<file path="src/rtl/axis_ipv4_rx_check_if.sv">
// AXI-Stream beat bundle (32-bit data, byte strobes, last, user flag) for the IPv4 rx checker.
// No storage: wires only, zero latency.
// Backpressure is the plain tvalid/tready handshake; the master holds the beat until tready.
interface axis_ipv4_rx_check_if;
  logic [31:0] tdata;
  logic [3:0]  tstrb;
  logic        tlast;
  logic        tvalid;
  logic        tready;
  logic        tuser;

  modport master (output tdata, output tstrb, output tlast, output tvalid, output tuser,
                  input tready);
  modport slave  (input tdata, input tstrb, input tlast, input tvalid,
                  output tready);
endinterface

</file>
<file path="src/rtl/axis_ipv4_rx_check.sv">
// Inline IPv4 receive checker: passes beats through unchanged, flags header/length/strobe errors on tlast.
// Latency 1 cycle (output register), plus one skid slot that absorbs a stalled output beat.
// s_axis.tready is registered and drops only once the skid slot holds a beat; packets are never dropped.
module axis_ipv4_rx_check #(
  parameter int CNT_W = 32
) (
  input  logic                  aclk_0,
  input  logic                  aresetn_0,
  axis_ipv4_rx_check_if.slave   s_axis,
  axis_ipv4_rx_check_if.master  m_axis,
  output logic [CNT_W-1:0]      pkt_cnt,
  output logic [CNT_W-1:0]      err_cnt,
  output logic [5:0]            last_err
);

  typedef enum logic {ST_HDR, ST_PAY} state_t;

  typedef struct packed {
    logic [31:0] dat;
    logic [3:0]  strb;
    logic        last;
    logic        user;
  } beat_t;

  // checker state
  state_t      state_q;
  logic [3:0]  widx_q;
  logic [3:0]  ver_q;
  logic [3:0]  ihl_q;
  logic [15:0] tlen_q;
  logic [19:0] acc_q;
  logic [15:0] bcnt_q;
  logic        strb_err_q;
  logic        cks_err_q;

  // pipeline state
  beat_t       out_q;
  logic        out_vld_q;
  beat_t       skid_q;
  logic        skid_vld_q;
  logic        skid_vld_d;
  logic        s_rdy_q;
  logic        out_free;

  // status counters
  logic [CNT_W-1:0] pkt_cnt_q;
  logic [CNT_W-1:0] err_cnt_q;
  logic [5:0]       last_err_q;

  // per-beat view of the packet including the beat being accepted now
  logic        in_fire;
  logic        in_hdr;
  logic        word0;
  logic [3:0]  ver_cur;
  logic [3:0]  ihl_cur;
  logic [15:0] tlen_cur;
  logic        ihl_ok;
  logic        hdr_last;
  logic [19:0] acc_sum;
  logic [19:0] fold1;
  logic [15:0] fold2;
  logic        cks_bad;
  logic [2:0]  pop;
  logic [16:0] bcnt_sum;
  logic [15:0] bcnt_new;
  logic        strb_bad;
  logic        strb_err_cur;
  logic [5:0]  code_cur;
  beat_t       in_beat;

  assign in_fire  = s_axis.tvalid & s_rdy_q;
  assign in_hdr   = (state_q == ST_HDR);
  assign word0    = in_hdr && (widx_q == 4'd0);
  assign ver_cur  = word0 ? s_axis.tdata[31:28] : ver_q;
  assign ihl_cur  = word0 ? s_axis.tdata[27:24] : ihl_q;
  assign tlen_cur = word0 ? s_axis.tdata[15:0]  : tlen_q;
  assign ihl_ok   = (ihl_cur >= 4'd5);
  assign hdr_last = in_hdr && ihl_ok && (widx_q == (ihl_cur - 4'd1));

  // ones-complement header sum: 20-bit running add, then two end-around folds
  assign acc_sum = (word0 ? 20'd0 : acc_q)
                 + {4'd0, s_axis.tdata[31:16]} + {4'd0, s_axis.tdata[15:0]};
  assign fold1   = {4'd0, acc_sum[15:0]} + {16'd0, acc_sum[19:16]};
  assign fold2   = fold1[15:0] + {12'd0, fold1[19:16]};
  assign cks_bad = (fold2 != 16'hFFFF);

  // byte count: full word on body beats, strobe popcount on the last beat, saturating
  assign pop      = {2'd0, s_axis.tstrb[0]} + {2'd0, s_axis.tstrb[1]}
                  + {2'd0, s_axis.tstrb[2]} + {2'd0, s_axis.tstrb[3]};
  assign bcnt_sum = {1'b0, (word0 ? 16'd0 : bcnt_q)}
                  + (s_axis.tlast ? {14'd0, pop} : 17'd4);
  assign bcnt_new = bcnt_sum[16] ? 16'hFFFF : bcnt_sum[15:0];

  // only left-justified contiguous strobes are legal on the last beat
  assign strb_bad = s_axis.tlast ?
                    !((s_axis.tstrb == 4'h8) || (s_axis.tstrb == 4'hC) ||
                      (s_axis.tstrb == 4'hE) || (s_axis.tstrb == 4'hF)) :
                    (s_axis.tstrb != 4'hF);
  assign strb_err_cur = (word0 ? 1'b0 : strb_err_q) | strb_bad;

  // checksum and length are meaningless for a truncated header, so they are masked there
  assign code_cur = {strb_err_cur,
                     in_hdr,
                     !in_hdr && (bcnt_new != tlen_cur),
                     !in_hdr && cks_err_q,
                     !ihl_ok,
                     (ver_cur != 4'd4)};

  assign in_beat.dat  = s_axis.tdata;
  assign in_beat.strb = s_axis.tstrb;
  assign in_beat.last = s_axis.tlast;
  assign in_beat.user = s_axis.tlast & (|code_cur);

  // Header/payload FSM and per-packet check state, advanced only on accepted input beats
  always_ff @(posedge aclk_0 or negedge aresetn_0) begin
    if (!aresetn_0) begin
      state_q    <= ST_HDR;
      widx_q     <= 4'd0;
      ver_q      <= 4'd0;
      ihl_q      <= 4'd0;
      tlen_q     <= 16'd0;
      acc_q      <= 20'd0;
      bcnt_q     <= 16'd0;
      strb_err_q <= 1'b0;
      cks_err_q  <= 1'b0;
    end else if (in_fire) begin
      ver_q      <= ver_cur;
      ihl_q      <= ihl_cur;
      tlen_q     <= tlen_cur;
      bcnt_q     <= bcnt_new;
      strb_err_q <= strb_err_cur;
      if (in_hdr) acc_q <= acc_sum;
      if (word0) cks_err_q <= 1'b0;
      if (hdr_last) cks_err_q <= cks_bad;
      if (s_axis.tlast) begin
        state_q <= ST_HDR;
        widx_q  <= 4'd0;
      end else if (in_hdr) begin
        if (!ihl_ok || hdr_last) begin
          state_q <= ST_PAY;
          widx_q  <= 4'd0;
        end else begin
          widx_q <= widx_q + 4'd1;
        end
      end
    end
  end

  // Status counters update on the edge that accepts the input tlast beat
  always_ff @(posedge aclk_0 or negedge aresetn_0) begin
    if (!aresetn_0) begin
      pkt_cnt_q  <= '0;
      err_cnt_q  <= '0;
      last_err_q <= 6'd0;
    end else if (in_fire && s_axis.tlast) begin
      pkt_cnt_q <= pkt_cnt_q + CNT_W'(1);
      if (|code_cur) begin
        err_cnt_q  <= err_cnt_q + CNT_W'(1);
        last_err_q <= code_cur;
      end
    end
  end

  // The output slot is free when empty or being consumed this cycle; the skid fills only when it is not
  assign out_free   = !out_vld_q || m_axis.tready;
  assign skid_vld_d = out_free ? 1'b0 : (skid_vld_q | in_fire);

  // Output register + skid slot; input ready is registered from the next skid occupancy
  always_ff @(posedge aclk_0 or negedge aresetn_0) begin
    if (!aresetn_0) begin
      out_q      <= '0;
      out_vld_q  <= 1'b0;
      skid_q     <= '0;
      skid_vld_q <= 1'b0;
      s_rdy_q    <= 1'b0;
    end else begin
      skid_vld_q <= skid_vld_d;
      s_rdy_q    <= !skid_vld_d;
      if (out_free) begin
        if (skid_vld_q) begin
          out_q     <= skid_q;
          out_vld_q <= 1'b1;
        end else if (in_fire) begin
          out_q     <= in_beat;
          out_vld_q <= 1'b1;
        end else begin
          out_vld_q <= 1'b0;
        end
      end else if (in_fire) begin
        skid_q <= in_beat;
      end
    end
  end

  assign s_axis.tready = s_rdy_q;
  assign m_axis.tdata  = out_q.dat;
  assign m_axis.tstrb  = out_q.strb;
  assign m_axis.tlast  = out_q.last;
  assign m_axis.tuser  = out_q.user;
  assign m_axis.tvalid = out_vld_q;
  assign pkt_cnt       = pkt_cnt_q;
  assign err_cnt       = err_cnt_q;
  assign last_err      = last_err_q;

endmodule

</file>
<file path="src/flat_wrapper.sv">
// flat-port wrapper written by rule: the top's interface ports become plain ports
module axis_ipv4_rx_check_flat 
#(
  parameter int CNT_W = 32
)
  (aclk_0, aresetn_0, pkt_cnt, err_cnt, last_err, s_axis_tdata, s_axis_tstrb, s_axis_tlast, s_axis_tvalid, s_axis_tready, m_axis_tdata, m_axis_tstrb, m_axis_tlast, m_axis_tvalid, m_axis_tuser, m_axis_tready);
  axis_ipv4_rx_check_if s_axis_i ();
  axis_ipv4_rx_check_if m_axis_i ();
  input  logic aclk_0;
  input  logic aresetn_0;
  output logic [CNT_W-1:0] pkt_cnt;
  output logic [CNT_W-1:0] err_cnt;
  output logic [5:0] last_err;
  input wire logic [$bits(s_axis_i.tdata)-1:0] s_axis_tdata;
  input wire logic [$bits(s_axis_i.tstrb)-1:0] s_axis_tstrb;
  input wire logic [$bits(s_axis_i.tlast)-1:0] s_axis_tlast;
  input wire logic [$bits(s_axis_i.tvalid)-1:0] s_axis_tvalid;
  output wire logic [$bits(s_axis_i.tready)-1:0] s_axis_tready;
  output wire logic [$bits(m_axis_i.tdata)-1:0] m_axis_tdata;
  output wire logic [$bits(m_axis_i.tstrb)-1:0] m_axis_tstrb;
  output wire logic [$bits(m_axis_i.tlast)-1:0] m_axis_tlast;
  output wire logic [$bits(m_axis_i.tvalid)-1:0] m_axis_tvalid;
  output wire logic [$bits(m_axis_i.tuser)-1:0] m_axis_tuser;
  input wire logic [$bits(m_axis_i.tready)-1:0] m_axis_tready;
  assign s_axis_i.tdata = s_axis_tdata;
  assign s_axis_i.tstrb = s_axis_tstrb;
  assign s_axis_i.tlast = s_axis_tlast;
  assign s_axis_i.tvalid = s_axis_tvalid;
  assign s_axis_tready = s_axis_i.tready;
  assign m_axis_tdata = m_axis_i.tdata;
  assign m_axis_tstrb = m_axis_i.tstrb;
  assign m_axis_tlast = m_axis_i.tlast;
  assign m_axis_tvalid = m_axis_i.tvalid;
  assign m_axis_tuser = m_axis_i.tuser;
  assign m_axis_i.tready = m_axis_tready;
  axis_ipv4_rx_check #(.CNT_W(CNT_W)) u_core (.aclk_0(aclk_0), .aresetn_0(aresetn_0), .s_axis(s_axis_i), .m_axis(m_axis_i), .pkt_cnt(pkt_cnt), .err_cnt(err_cnt), .last_err(last_err));
endmodule
</file>
<file path="config.mk">
export PLATFORM = sky130hd
export DESIGN_NAME = axis_ipv4_rx_check_flat
export DESIGN_NICKNAME = d
export VERILOG_FILES = /design/src/rtl/axis_ipv4_rx_check_if.sv /design/src/rtl/axis_ipv4_rx_check.sv /design/src/flat_wrapper.sv
export SDC_FILE = /design/constraint.sdc
export NUM_CORES = 1
export LEC_CHECK = 0
export CELL_PAD_IN_SITES_DETAIL_PLACEMENT = 1
export CELL_PAD_IN_SITES_GLOBAL_PLACEMENT = 2
export CORE_AREA = 2 2 164 247
export CTS_BUF_LIST = sky130_fd_sc_hd__clkbuf_16
export DETAILED_ROUTE_END_ITERATION = 16
export DIE_AREA = 0 0 166 249
export HOLD_SLACK_MARGIN = 0.03
export PLACE_DENSITY = 0.85
export SYNTH_ARGS = -nofsm -noshare
export SYNTH_HDL_FRONTEND = slang
export SYNTH_SLANG_ARGS = --single-unit
</file>
<file path="constraint.sdc">
create_clock -name aclk_0 -period 8 [get_ports aclk_0]
set_input_delay 1.2 -clock aclk_0 [delete_from_list [all_inputs] [get_ports aclk_0]]
set_output_delay 1.2 -clock aclk_0 [all_outputs]
set_load 0.05 [all_outputs]
</file>
==> results.md, run 1 <==
- The detailed-route DRC error count is 0.
- Dividing the final minimum period by the clock period gives 0.933.
- The most prevalent standard cell on the critical path is sky130_fd_sc_hd__ha_1.
- The master of the slowest instance on the critical path is sky130_fd_sc_hd__or4b_4.
- Across the VDD grid, the largest voltage drop is 0.000215 V.
- The transition time at the pin with the least slew margin is 1.09 ns.
- The count of hold-fix buffers inserted at cts is 0.
- The number of max-cap violations is 0.
- The row count is 89.
- The flip-flop and latch area is 5410 um2.
- The total count of max-transition violations in the final report is 0.
- The diode insertion count for antenna repair is 0.
- The die is 249 um tall.
- The initial antenna violation count is 0.
- TritonCTS built the clock tree.
- The startpoint-to-endpoint class of the critical path is flop to flop.
- Counting instances, the worst hold path has a depth of 1.
- The worst setup path is launched from a flop.
- The required time of the critical path is 8.43 ns.
- The multi-input combinational cells in the finished layout cover a total of 6610 um2.
- Between clock sinks in the finished design, the worst skew comes to 0.0125 ns.
- Once routing completed, OpenROAD measured the worst setup slack at 0.537 ns.
- The net count after synthesis is 1356.
- The core region is 39100 um2.
- The global-route wire length before repair is 62900 um.
- In this run, synthesis inferred 0 flip-flops with an integrated enable.
- The fraction of the core area covered by cells at the end of the flow is 0.396.
- Once placement completed, the tool counted placed cells totaling 1894.
- The number of hold violations in the final report came to 0.
- The total global-route track usage is 0.189.
- Entering global routing, the biggest net connects 95 pins.
- After synthesis the cells add up to 12400 um2.
- The analysis attributes to cell leakage a power of 6.68 nW.
- The number of setup buffers added after CTS is 0.
- On the final layout, the worst hold slack is 0.479 ns.
- The total placed instance area is 14600 um2.
- In the final timing run, aggregate negative setup slack is 0 ns.
- The worst path needs 7.46 ns of the cycle, external delays included.
- Summing internal, switching and leakage power gives 6.11 mW.
- The first routing iteration left 538 violations.
- The later-pin clock latency in the skew report is 0.56 ns.
- STA classifies the critical path endpoint as a flop.
- The worst register-to-register path ends at u_core.cks_err_q.
- The via count of the first global-routing pass is 11.1k.
- The die outline width is 166 um.
- The dominant synthesized flop cell is sky130_fd_sc_hd__dfrtp_1.
- The number of detailed-route iterations in the first pass is 4.
- The area overhead of the layout relative to synthesis is 24.8%.
- The routed design has 39600 um of wire.
- After detailed routing, the average wire length per cell comes to 20.4 um.
- The top cell types in the final layout, fill and taps aside, are 215 x sky130_fd_sc_hd__dfrtp_1, 149 x sky130_fd_sc_hd__clkdlybuf4s50_1, 109 x sky130_fd_sc_hd__nand2_1.
- The sequential area share after synthesis is 0.436.
- Ranked by total cell area, the synthesized netlist is headed by sky130_fd_sc_hd__dfrtp_1 44%, sky130_fd_sc_hd__mux2_2 5.4%, sky130_fd_sc_hd__a21oi_1 4.2%.
- In this design, the stage delay of the slowest critical-path cell is 0.57 ns.
- After filler insertion, the fill cell instance count of the layout stands at 4386.
- The worst setup slack for register-to-register paths is 0.54 ns.
- Leaving out fill and tap cells, the most frequent cell in the layout is sky130_fd_sc_hd__dfrtp_1.
- Setup violations remaining at the end of the flow were counted as 0.
- The area of the die is 41300 um2.
- The launch point of the worst reg-to-reg path is u_core.widx_q[0].
- Routability-driven placement finished with a final weighted congestion of 0.869.
- During synthesis, Yosys emitted a total of 0 warnings.
- After synthesis, the netlist uses 76 different library cells.
- The wire-length estimate of the detail-placed layout is 29800 um.
- The global route total overflow is 0.
- The via count of the routed design is 10.3k.
- The worst pin sits at a relative slew slack of 0.272.
- Once detail routing completed, the nets flagged for antenna violations numbered 0.
- The maximum buffer depth of the clock tree is 3.
- CTS placed an instance of sky130_fd_sc_hd__clkbuf_16 at the clock tree root.
- The clock buffer count from CTS is 25.
- The final-stage net count is 1517.
- Counting every instance in the synthesized netlist gives 1260.
- The largest area contributor in the synthesized netlist is sky130_fd_sc_hd__dfrtp_1.
- The worst hold path terminates at u_core.pkt_cnt[31].
- The number of vias per cell is 5.32.
- The share of synthesized area in the top cell type comes to 0.436.
- Port buffering added 150 buffers.
- Measured in cells, the most critical reg-to-reg path has a length of 33.
- The highest attainable clock frequency is 134 MHz.
- The number of gates resized after CTS was 0.
- 151 I/O pins were placed.
- The share of layout cells above drive strength 1 is 0.113.
- The area of all placed cells without fillers is 15500 um2.
- The effective utilization at floorplan is 0.317.
- The count of clock tree sinks is 216.
- CTS built an H-tree with a depth of 1.
- Power spread over the standard cell area amounts to 395 nW/um2.
- The worst hold path belongs to the class flop to flop.
- The final non-filler cell total is 1940.
- Prior to clock tree synthesis, the placed netlist has a worst setup slack of 0.0680 ns.
- The flow ran to the end, and the final reports show no timing, DRC or antenna violations.
- The start point of the worst hold path is u_core.pkt_cnt[31].
- The arrival time of the worst setup path is 7.89 ns.
- The number of flip-flops and latches in the synthesized netlist is 216.
- Clock-pin slew was measured on the worst setup and hold paths at 0.06 ns.
- A synthesized cell averages 9.84 um2.
- Of all nets on the critical path, the largest fanout is 10.
- Counting flops with an async set or reset pin after synthesis yields a share of 1.00.
[worst max-delay path, delay by kind of cell, from the launching register on]
family / cells / cell delay (ns)
buf+inv: 3 / 0.53
flops: 1 / 0.41
compound gates: 9 / 1.88
fa+ha+maj: 6 / 1.83
xor+xnor: 2 / 0.31
simple gates: 13 / 2.37
[cell usage after synthesis (3+ instances only)]
library cell	count
sky130_fd_sc_hd__a31oi_1	18
sky130_fd_sc_hd__mux2i_1	44
sky130_fd_sc_hd__nand3_1	45
sky130_fd_sc_hd__a211oi_1	13
sky130_fd_sc_hd__or3_1	6
sky130_fd_sc_hd__dfrtp_1	216
sky130_fd_sc_hd__or4_1	6
sky130_fd_sc_hd__fa_1	20
sky130_fd_sc_hd__a211o_1	3
sky130_fd_sc_hd__nor3_1	22
sky130_fd_sc_hd__o211ai_1	9
sky130_fd_sc_hd__ha_1	35
sky130_fd_sc_hd__and2_1	27
sky130_fd_sc_hd__nand2_1	110
sky130_fd_sc_hd__o2111ai_1	3
sky130_fd_sc_hd__nor4_1	6
sky130_fd_sc_hd__nand4_1	22
sky130_fd_sc_hd__buf_2	13
sky130_fd_sc_hd__inv_1	47
sky130_fd_sc_hd__xnor2_1	47
sky130_fd_sc_hd__a22o_1	5
sky130_fd_sc_hd__a21oi_1	103
sky130_fd_sc_hd__clkbuf_1	37
sky130_fd_sc_hd__o21ai_0	56
sky130_fd_sc_hd__a21o_1	8
sky130_fd_sc_hd__and4_1	5
sky130_fd_sc_hd__nor2b_1	7
sky130_fd_sc_hd__o31ai_1	8
sky130_fd_sc_hd__xor2_1	54
sky130_fd_sc_hd__o21a_1	6
sky130_fd_sc_hd__o22ai_1	3
sky130_fd_sc_hd__mux2_2	59
sky130_fd_sc_hd__and3_1	25
sky130_fd_sc_hd__or2_2	4
sky130_fd_sc_hd__nor2_1	96
sky130_fd_sc_hd__nand2b_1	12
sky130_fd_sc_hd__nor4b_1	3
sky130_fd_sc_hd__buf_1	6
[how the worst max path moves through the flow]
stage / from / to / slack (ns)
after detailed placement: s_axis_tdata[1] / u_core.cks_err_q / 0.07
after global placement: s_axis_tdata[1] / u_core.cks_err_q / 0.25
final: u_core.widx_q[0] / u_core.cks_err_q / 0.54
after global routing: u_core.widx_q[0] / u_core.cks_err_q / -0.03
after floorplan: u_core.widx_q[0] / u_core.cks_err_q / 0.006
after CTS: u_core.widx_q[0] / u_core.cks_err_q / 0.12
[layout make-up]
| cell class | count | area share |
|---|---|---|
| sequential | 216 | 0.349 |
| inverter | 47 | 0.0114 |
| multi-input combinational | 939 | 0.427 |
| clock buffer | 25 | 0.0404 |
| timing repair buffer | 192 | 0.118 |
| tap | 500 | 0.0404 |
| clock inverter | 21 | 0.0135 |
[power by group]
part | switching (mW) | internal [mW] | total (mW)
Sequential | 0.227 | 1.38 | 1.61
Clock | 0.482 | 0.699 | 1.18
Combinational | 2.07 | 1.26 | 3.32
[registers in the layout (all words and copies together) (netlist names), 4 cells and up]
| name | count |
|---|---|
| u_core.last_err | 6 |
| u_core.m_axis.tdata | 32 |
| u_core.ihl_q | 4 |
| u_core.tlen_q | 16 |
| u_core.m_axis.tstrb | 4 |
| u_core.pkt_cnt | 32 |
| u_core.bcnt_q | 16 |
| u_core.err_cnt | 32 |
| u_core.acc_q | 20 |
| u_core.skid_q | 38 |
| u_core.ver_q | 4 |
| u_core.widx_q | 4 |
[logic make-up (layout without fill, tap and decap cells)]
group                      count (synthesis)  after routing  synth area share
AOI/OAI and AO/OA                        268            268             0.134
xor gates and xnor gates                 101            101            0.0713
adders and majority gates                 55             55            0.0676
buffers and inverters                    105            285            0.0343
DFF                                      216            216             0.436
muxes                                    104            104            0.0909
and+or+nand+nor                          411            411             0.166
[routing by layer]
| metal | up-vias | GRT usage | part of all wire |
|---|---|---|---|
| li1 | 4777 | - | - |
| met3 | 80 | 0.0183 | 0.031 |
| met5 | - | 0 | 0 |
| met2 | 242 | 0.360 | 0.53 |
| met1 | 5217 | 0.214 | 0.39 |
| met4 | 0 | 0.0765 | 0.042 |
(Power assumes the default switching activity.)
==> inputs of run 2 (changes only) <==
Settings changed: CORE_AREA 2 2 164 247 to 2 2 157 236, DIE_AREA 0 0 166 249 to 0 0 159 238, PLACE_DENSITY 0.85 to 0.88.
Clock period 8 ns to 7.9 ns, I/O delays scaled along.
==> run 2 against run 1 <==
Effect of this change: largest power group unchanged; largest cell class unchanged; total power is 0.25% lower; fmax is 0.60% higher; cell count is 1.6% lower; worst hold slack worse by 0.011 ns; critical path type unchanged; die area is 8.4% lower; combinational power hardly changed; cell area is 0.77% lower.
==> results.md, run 2 (synthesized netlist as in run 1, its figures left out) <==
- Setup slack closes at 0.481 ns.
- The max-slew headroom at the worst pin is 0.314.
- The setup clock skew after layout is 0.0295 ns.
- The count of hold-fix buffers inserted at cts is 0.
- The critical path endpoint is u_core.cks_err_q.
- The startpoint class of the critical path is a flop.
- The critical path startpoint is u_core.widx_q[0].
- The final wirelength is 39500 um.
- The worst register-to-register path begins at u_core.widx_q[0].
- Counting the fill cells in the layout gives 4092.
- The detailed-route DRC error count is 0.
- The first routing iteration left 419 violations.
- The number of hold violations in the final report came to 0.
- The clock buffer count from CTS is 24.
- The initial utilization of the core area, before any placement, comes to 0.347.
- The via count of the first global-routing pass is 11.2k.
- The clock root buffer is sky130_fd_sc_hd__clkbuf_16.
- The total count of max-transition violations in the final report came to 0.
- The finished layout holds 1908 standard cells, fillers aside.
- After clock tree synthesis, the clock-pin slew on the worst setup and hold paths is 0.06 ns.
- The arrival time of the worst setup path is 7.83 ns.
- At the placement stage, the worst setup path has a slack of 0.0733 ns.
- In this run the remaining antenna-violating nets after routing total 0.
- Dividing the final minimum period by the clock period gives 0.939.
- From synthesis to final layout, the design area changed by 23.8%.
- The required time of the critical path is 8.31 ns.
- The via count of the routed design is 10.3k.
- Counting every sink on the clock net gives 216.
- The number of flip-flops in the largest register is 38.
- 0 antenna diodes ended up in the layout.
- Using the TritonRoute via totals, the vias-per-cell ratio works out to 5.41.
- In the global route stage, overall resource usage came out at 0.207.
- The leakage dissipation is 6.60 nW.
- The flow ran to the end, and the final reports show no timing, DRC or antenna violations.
- The worst-case IR drop observed on VDD is 0.000201 V.
- The congestion estimate from routability-driven global placement came to 0.892.
- The worst register-to-register path has a depth of 32.
- The maximum level of the CTS H-tree is 1.
- The die outline width is 159 um.
- The maximum single-stage delay on the critical path is 0.56 ns.
- In this run the tool buffered the top-level ports with 150 buffer cells.
- The highest attainable clock frequency is 135 MHz.
- The endpoint type of the worst setup path is a flop.
- The final-report setup violation count is 0.
- The later pin in the worst-skew pair is clocked with a latency of 0.57 ns.
- Leaving out fill and tap cells, the most frequent cells in the layout are 215 x sky130_fd_sc_hd__dfrtp_1, 149 x sky130_fd_sc_hd__clkdlybuf4s50_1, 109 x sky130_fd_sc_hd__nand2_1.
- For the pin with the worst max-slew slack, the measured transition is 1.03 ns.
- The row count is 85.
- The first global-routing pass estimated 62600 um of wire.
- The TritonCTS clock tree is built.
- The global route total overflow is 0.
- Max-cap violations in this run came to 0.
- The fraction of the core area covered by cells at the end of the flow is 0.430.
- The startpoint-to-endpoint class of the critical path is flop to flop.
- Of all nets on the critical path, the largest fanout is 6.
- Setup repair after global routing left no endpoint under its margin.
- The master of the slowest instance on the critical path is sky130_fd_sc_hd__or4b_4.
- The area of the die is 37800 um2.
- For this design the ratio of total power to cell area is 397 nW/um2.
- u_core.skid_q holds more flip-flops than any other register.
- The reg-to-reg critical path endpoint is u_core.cks_err_q.
- Once placement completed, the tool counted placed cells totaling 1863.
- Summed over all nets, the half-perimeter wirelength after detailed placement is 29200 um.
- The library cell used most frequently in the layout, excluding fill and tap cells, is sky130_fd_sc_hd__dfrtp_1.
- The share of layout cells above drive strength 1 is 0.111.
- The wire length per cell is 20.7 um.
- In the final timing run, aggregate negative setup slack is 0 ns.
- The worst register-to-register path has a setup slack of 0.48 ns.
- The final critical-path required period is 7.42 ns.
- The pre-antenna-repair detailed-routing pass consisted of 4 iterations.
- The floorplan step set the die height to 238 um.
- Entering global routing, the biggest net connects 126 pins.
- In this run the count of I/O pins placed on the die edge is 151.
- The area of the placeable core is 35700 um2.
- The final layout contains 1509 nets.
- The worst hold path belongs to the class flop to flop.
- The initial antenna violation count came to 0.
- Across all hold checks on the routed design, the worst slack comes to 0.468 ns.
- The longest clock path from root to sink contains 3 buffers.
==> run 2: cell count changes in the layout (fill, tap and decap cells not counted), sizes merged <==
cell	delta
bufinv	-2
clkbuf	-1
buf	-8
or4b	+1
clkinvlp	+4
clkinv	-4
==> run 2: final cells by class <==
cell class              instances  area (um2)  share of cell area
multi-input cells             940        6640               0.433
flip-flops and latches        216        5410               0.352
repair buffers                184        1760               0.115
clock buffers                  24         601              0.0391
well taps                     478         598              0.0389
inverters                      47         176              0.0115
clock inverters                19         173              0.0112
==> run 2: critical path, delay by kind of cell (launching register included) <==
family                     cells  cell delay (ns)
and+or+nand+nor               12             2.40
adders and majority gates      6             1.96
AOI/OAI and AO/OA             10             1.84
DFF                            1             0.41
xor gates and xnor gates       2             0.35
buffers and inverters          2             0.32
==> run 2: how the worst min path moves through the flow <==
stage / from / end / slack [ns] / cells after the start
after floorplan: u_core.acc_q[14] / u_core.acc_q[14] / 0.44 / 2
after global placement: u_core.acc_q[1] / u_core.acc_q[1] / 0.45 / 2
after detailed placement: u_core.pkt_cnt[31] / u_core.pkt_cnt[31] / 0.46 / 1
after CTS: u_core.pkt_cnt[31] / u_core.pkt_cnt[31] / 0.47 / 1
after global routing: u_core.err_cnt[31] / u_core.err_cnt[31] / 0.50 / 1
final: u_core.pkt_cnt[31] / u_core.pkt_cnt[31] / 0.47 / 1
==> run 2: power breakdown <==
group	switching (mW)	internal [mW]
combinational	2.08	1.26
clock	0.494	0.623
sequential	0.239	1.40
==> run 2: through the flow <==
stage / cell area (um2) / power, mW
after floorplan: 12400 / 3.83
after global placement: 14500 / 4.83
after detailed placement: 14500 / 4.92
after CTS: 15300 / 6.07
after global routing: 15400 / 6.50
final: 15400 / 6.10
==> run 2: repair_timing <==
item	4_1_cts	5_1_grt
setup buffers	0	1
gates resized for setup	0	10
endpoints found under the setup margin	0	1
==> run 2: per-layer routing <==
metal  vias up  global-route usage  part of all wire
met3        83              0.0280             0.037
met2       251               0.388              0.53
met4         0              0.0975             0.047
li1       4780                   -                 -
met5         -                   0                 0
met1      5200               0.230              0.39
==> inputs of run 3 (changes only) <==
Settings changed: SETUP_SLACK_MARGIN set to 0.3.
Clock period 7.9 ns to 8.1 ns, I/O delays scaled along.
==> run 3 against run 2 <==
Effect of this change: total power is 1.0% lower; via count down 1.0%; clock skew decreased by 0.019 ns; utilization up 0.20 points; sequential power fell by 4%; fmax rose by 2.4%.
==> results.md, run 3 (synthesized netlist as in run 1, its figures left out) <==
- The pre-CTS worst setup slack is 0.192 ns.
- Summed over all layers, the global routing overflow is 0.
- The core region is 35700 um2.
- The most common cell after layout, fill and taps aside is sky130_fd_sc_hd__dfrtp_1.
- Setup slack on the critical path of the routed design comes to 0.858 ns.
- The final-stage net count is 1508.
- The repair_antennas step left the layout with diodes totalling 0.
- Entering global routing, the biggest net connects 81 pins.
- The clock buffer count from CTS is 25.
- The count of hold-fix buffers inserted at cts is 0.
- The master of the slowest instance on the critical path is sky130_fd_sc_hd__or4b_1.
- Along the worst path, the maximum fanout reaches 31.
- Grouping stages by cell kind, the critical path spends the most delay in compound AO/OA/AOI/OAI gates.
- During placement, the flow inserted port buffers numbering 150.
- The maximum single-stage delay on the critical path is 0.50 ns.
- The detailed-route DRC error count is 0.
- The endpoint type of the worst setup path is a flop.
- The first global-routing pass estimated 61600 um of wire.
- Setup repair after global routing left no endpoint under its margin.
- The reg-to-reg critical path endpoint is u_core.cks_err_q.
- Counting both buffers and inverters, the worst setup path holds a total of 5.
- The initial antenna violation count came to 0.
- The number of ports placed on the die boundary is 151.
- Setup violations remaining at the end of the flow were counted as 0.
- The TritonCTS clock tree is built.
- The worst register-to-register path begins at u_core.widx_q[0].
- The tightest min-delay check is of the flop to flop type.
- The startpoint identified for the worst hold timing path is u_core.pkt_cnt[31].
- Counting instances, the worst hold path has a depth of 1.
- The count of nets left with antenna violations once routing finished came out at 0.
- The final non-filler cell total is 1908.
- In the global route stage, overall resource usage came out at 0.203.
- The run finished with clean final reports.
- The path with the worst hold slack has its endpoint at u_core.pkt_cnt[31].
- The via count of the routed design is 10.2k.
- The final critical-path required period is 7.24 ns.
- Counting buffers and inverters, the worst setup path is 35 cells deep.
- Dividing the detail-routed via count by the number of cells gives 5.35.
- The final worst hold slack is 0.471 ns.
- The maximum level of the CTS H-tree is 1.
- The die is 159 um wide.
- The max-slew headroom at the worst pin is 0.266.
- Of the cells placed in the final design, the portion with a size suffix greater than 1 is 0.115.
- CTS placed an instance of sky130_fd_sc_hd__clkbuf_16 at the clock tree root.
- The arrival time of the worst setup path is 7.66 ns.
- Counting along the longest clock path gives a buffer depth of 3.
- The initial utilization of the core area, before any placement, comes to 0.347.
- The count of clock tree sinks is 216.
- Once detailed placement completed, the half-perimeter wirelength came to 28500 um.
- STA classifies the critical path startpoint as a flop.
- Counting cells, the worst reg-to-reg path comes to 35.
- For the pin with the worst max-slew slack, the measured transition is 1.10 ns.
- The later-pin clock latency in the skew report is 0.54 ns.
- The height of the die is 238 um.
- The number of flip-flops in the largest register is 38.
- Clock-pin slew was measured on the worst setup and hold paths at 0.06 ns.
- The area overhead of the layout relative to synthesis is 24.4%.
- The tool flagged a number of max-cap violations equal to 0.
- Based on the critical path, the design can be clocked at up to 138 MHz.
- The pre-antenna-repair detailed-routing pass consisted of 4 iterations.
- The worst voltage drop across the vdd grid is 0.000223 V.
- The worst register-to-register path has a setup slack of 0.86 ns.
- The clock arrives with 0.0108 ns of skew.
- The weighted congestion at the end of routability-driven global placement is 0.900.
- The count of placed standard cells including taps is 1858.
- The leakage dissipation is 6.63 nW.
- The floorplan has 85 rows.
- The final worst-path cycle share is 0.894.
- The routed design has 38400 um of wire.
- The required time of the critical path is 8.52 ns.
- The total count of max-transition violations in the final report is 0.
- The register containing the most flip-flops in the final layout is u_core.skid_q.
- Summed over all failing endpoints, the final setup total negative slack is 0 ns.
- The via count of the first global-routing pass is 10.9k.
- The top cell types in the final layout, fill and taps aside, are 215 x sky130_fd_sc_hd__dfrtp_1, 149 x sky130_fd_sc_hd__clkdlybuf4s50_1, 109 x sky130_fd_sc_hd__nand2_1.
- Power spread over the standard cell area amounts to 391 nW/um2.
- The wire length per cell is 20.1 um.
- The number of hold violations in the final report is 0.
- The startpoint-to-endpoint class of the critical path is flop to flop.
- The initial DRC count is 511.
- The area of the die is 37800 um2.
-- run 3: what timing repair did --
| action | in CTS | in global routing |
|---|---|---|
| gates resized for setup | 0 | 14 |
| setup buffers | 0 | 5 |
| setup endpoints to repair | 0 | 1 |
-- run 3: worst reg2reg max path, delay by kind of cell, from the launching register on --
family	cells	cell delay, ns
AO/OA/AOI/OAI	12	2.08
XOR/XNOR	1	0.15
AND/OR/NAND/NOR	11	1.85
adder cells (fa/ha/maj)	6	1.79
buffers and inverters	5	0.83
flip-flops	1	0.43
-- run 3: power breakdown --
| part | switching, mW | leakage (nW) | total, mW | internal (mW) |
|---|---|---|---|---|
| sequential | 0.217 | 2.67 | 1.58 | 1.36 |
| combinational | 2.04 | 3.55 | 3.28 | 1.24 |
| clock | 0.482 | 0.414 | 1.18 | 0.694 |
| total | 2.74 | 6.63 | 6.03 | 3.29 |
-- run 3: worst max-delay path by stage --
stage / start / end
global placement: s_axis_tdata[0] / u_core.cks_err_q
global route: u_core.widx_q[0] / u_core.cks_err_q
finish: u_core.widx_q[0] / u_core.cks_err_q
CTS: u_core.widx_q[0] / u_core.cks_err_q
floorplan: u_core.widx_q[0] / u_core.cks_err_q
detailed placement: s_axis_tdata[0] / u_core.cks_err_q
-- run 3: stage by stage --
| stage | instance area (um2) | utilization | power, mW |
|---|---|---|---|
| floorplan | 12400 | - | 3.73 |
| global placement | 14500 | 0.406 | 4.71 |
| global route | 15400 | 0.432 | 6.43 |
| finish | 15400 | 0.432 | 6.03 |
| CTS | 15400 | 0.430 | 5.99 |
| detailed placement | 14500 | 0.406 | 4.78 |
-- run 3: per-layer routing --
metal | vias up | GRT usage | share of wire
met3 | 68 | 0.0231 | 0.041
met1 | 5126 | 0.232 | 0.39
met4 | 0 | 0.0821 | 0.045
met5 | - | 0 | 0
li1 | 4767 | - | -
met2 | 250 | 0.381 | 0.53
-- run 3: final cells by class --
type / count / area (um2)
clock buffers: 25 / 626
clock inverters: 20 / 218
fillers: 4093 / 20300
inverters: 47 / 176
multi-input cells: 939 / 6640
flip-flops and latches: 216 / 5410
well taps: 478 / 598
repair buffers: 183 / 1770
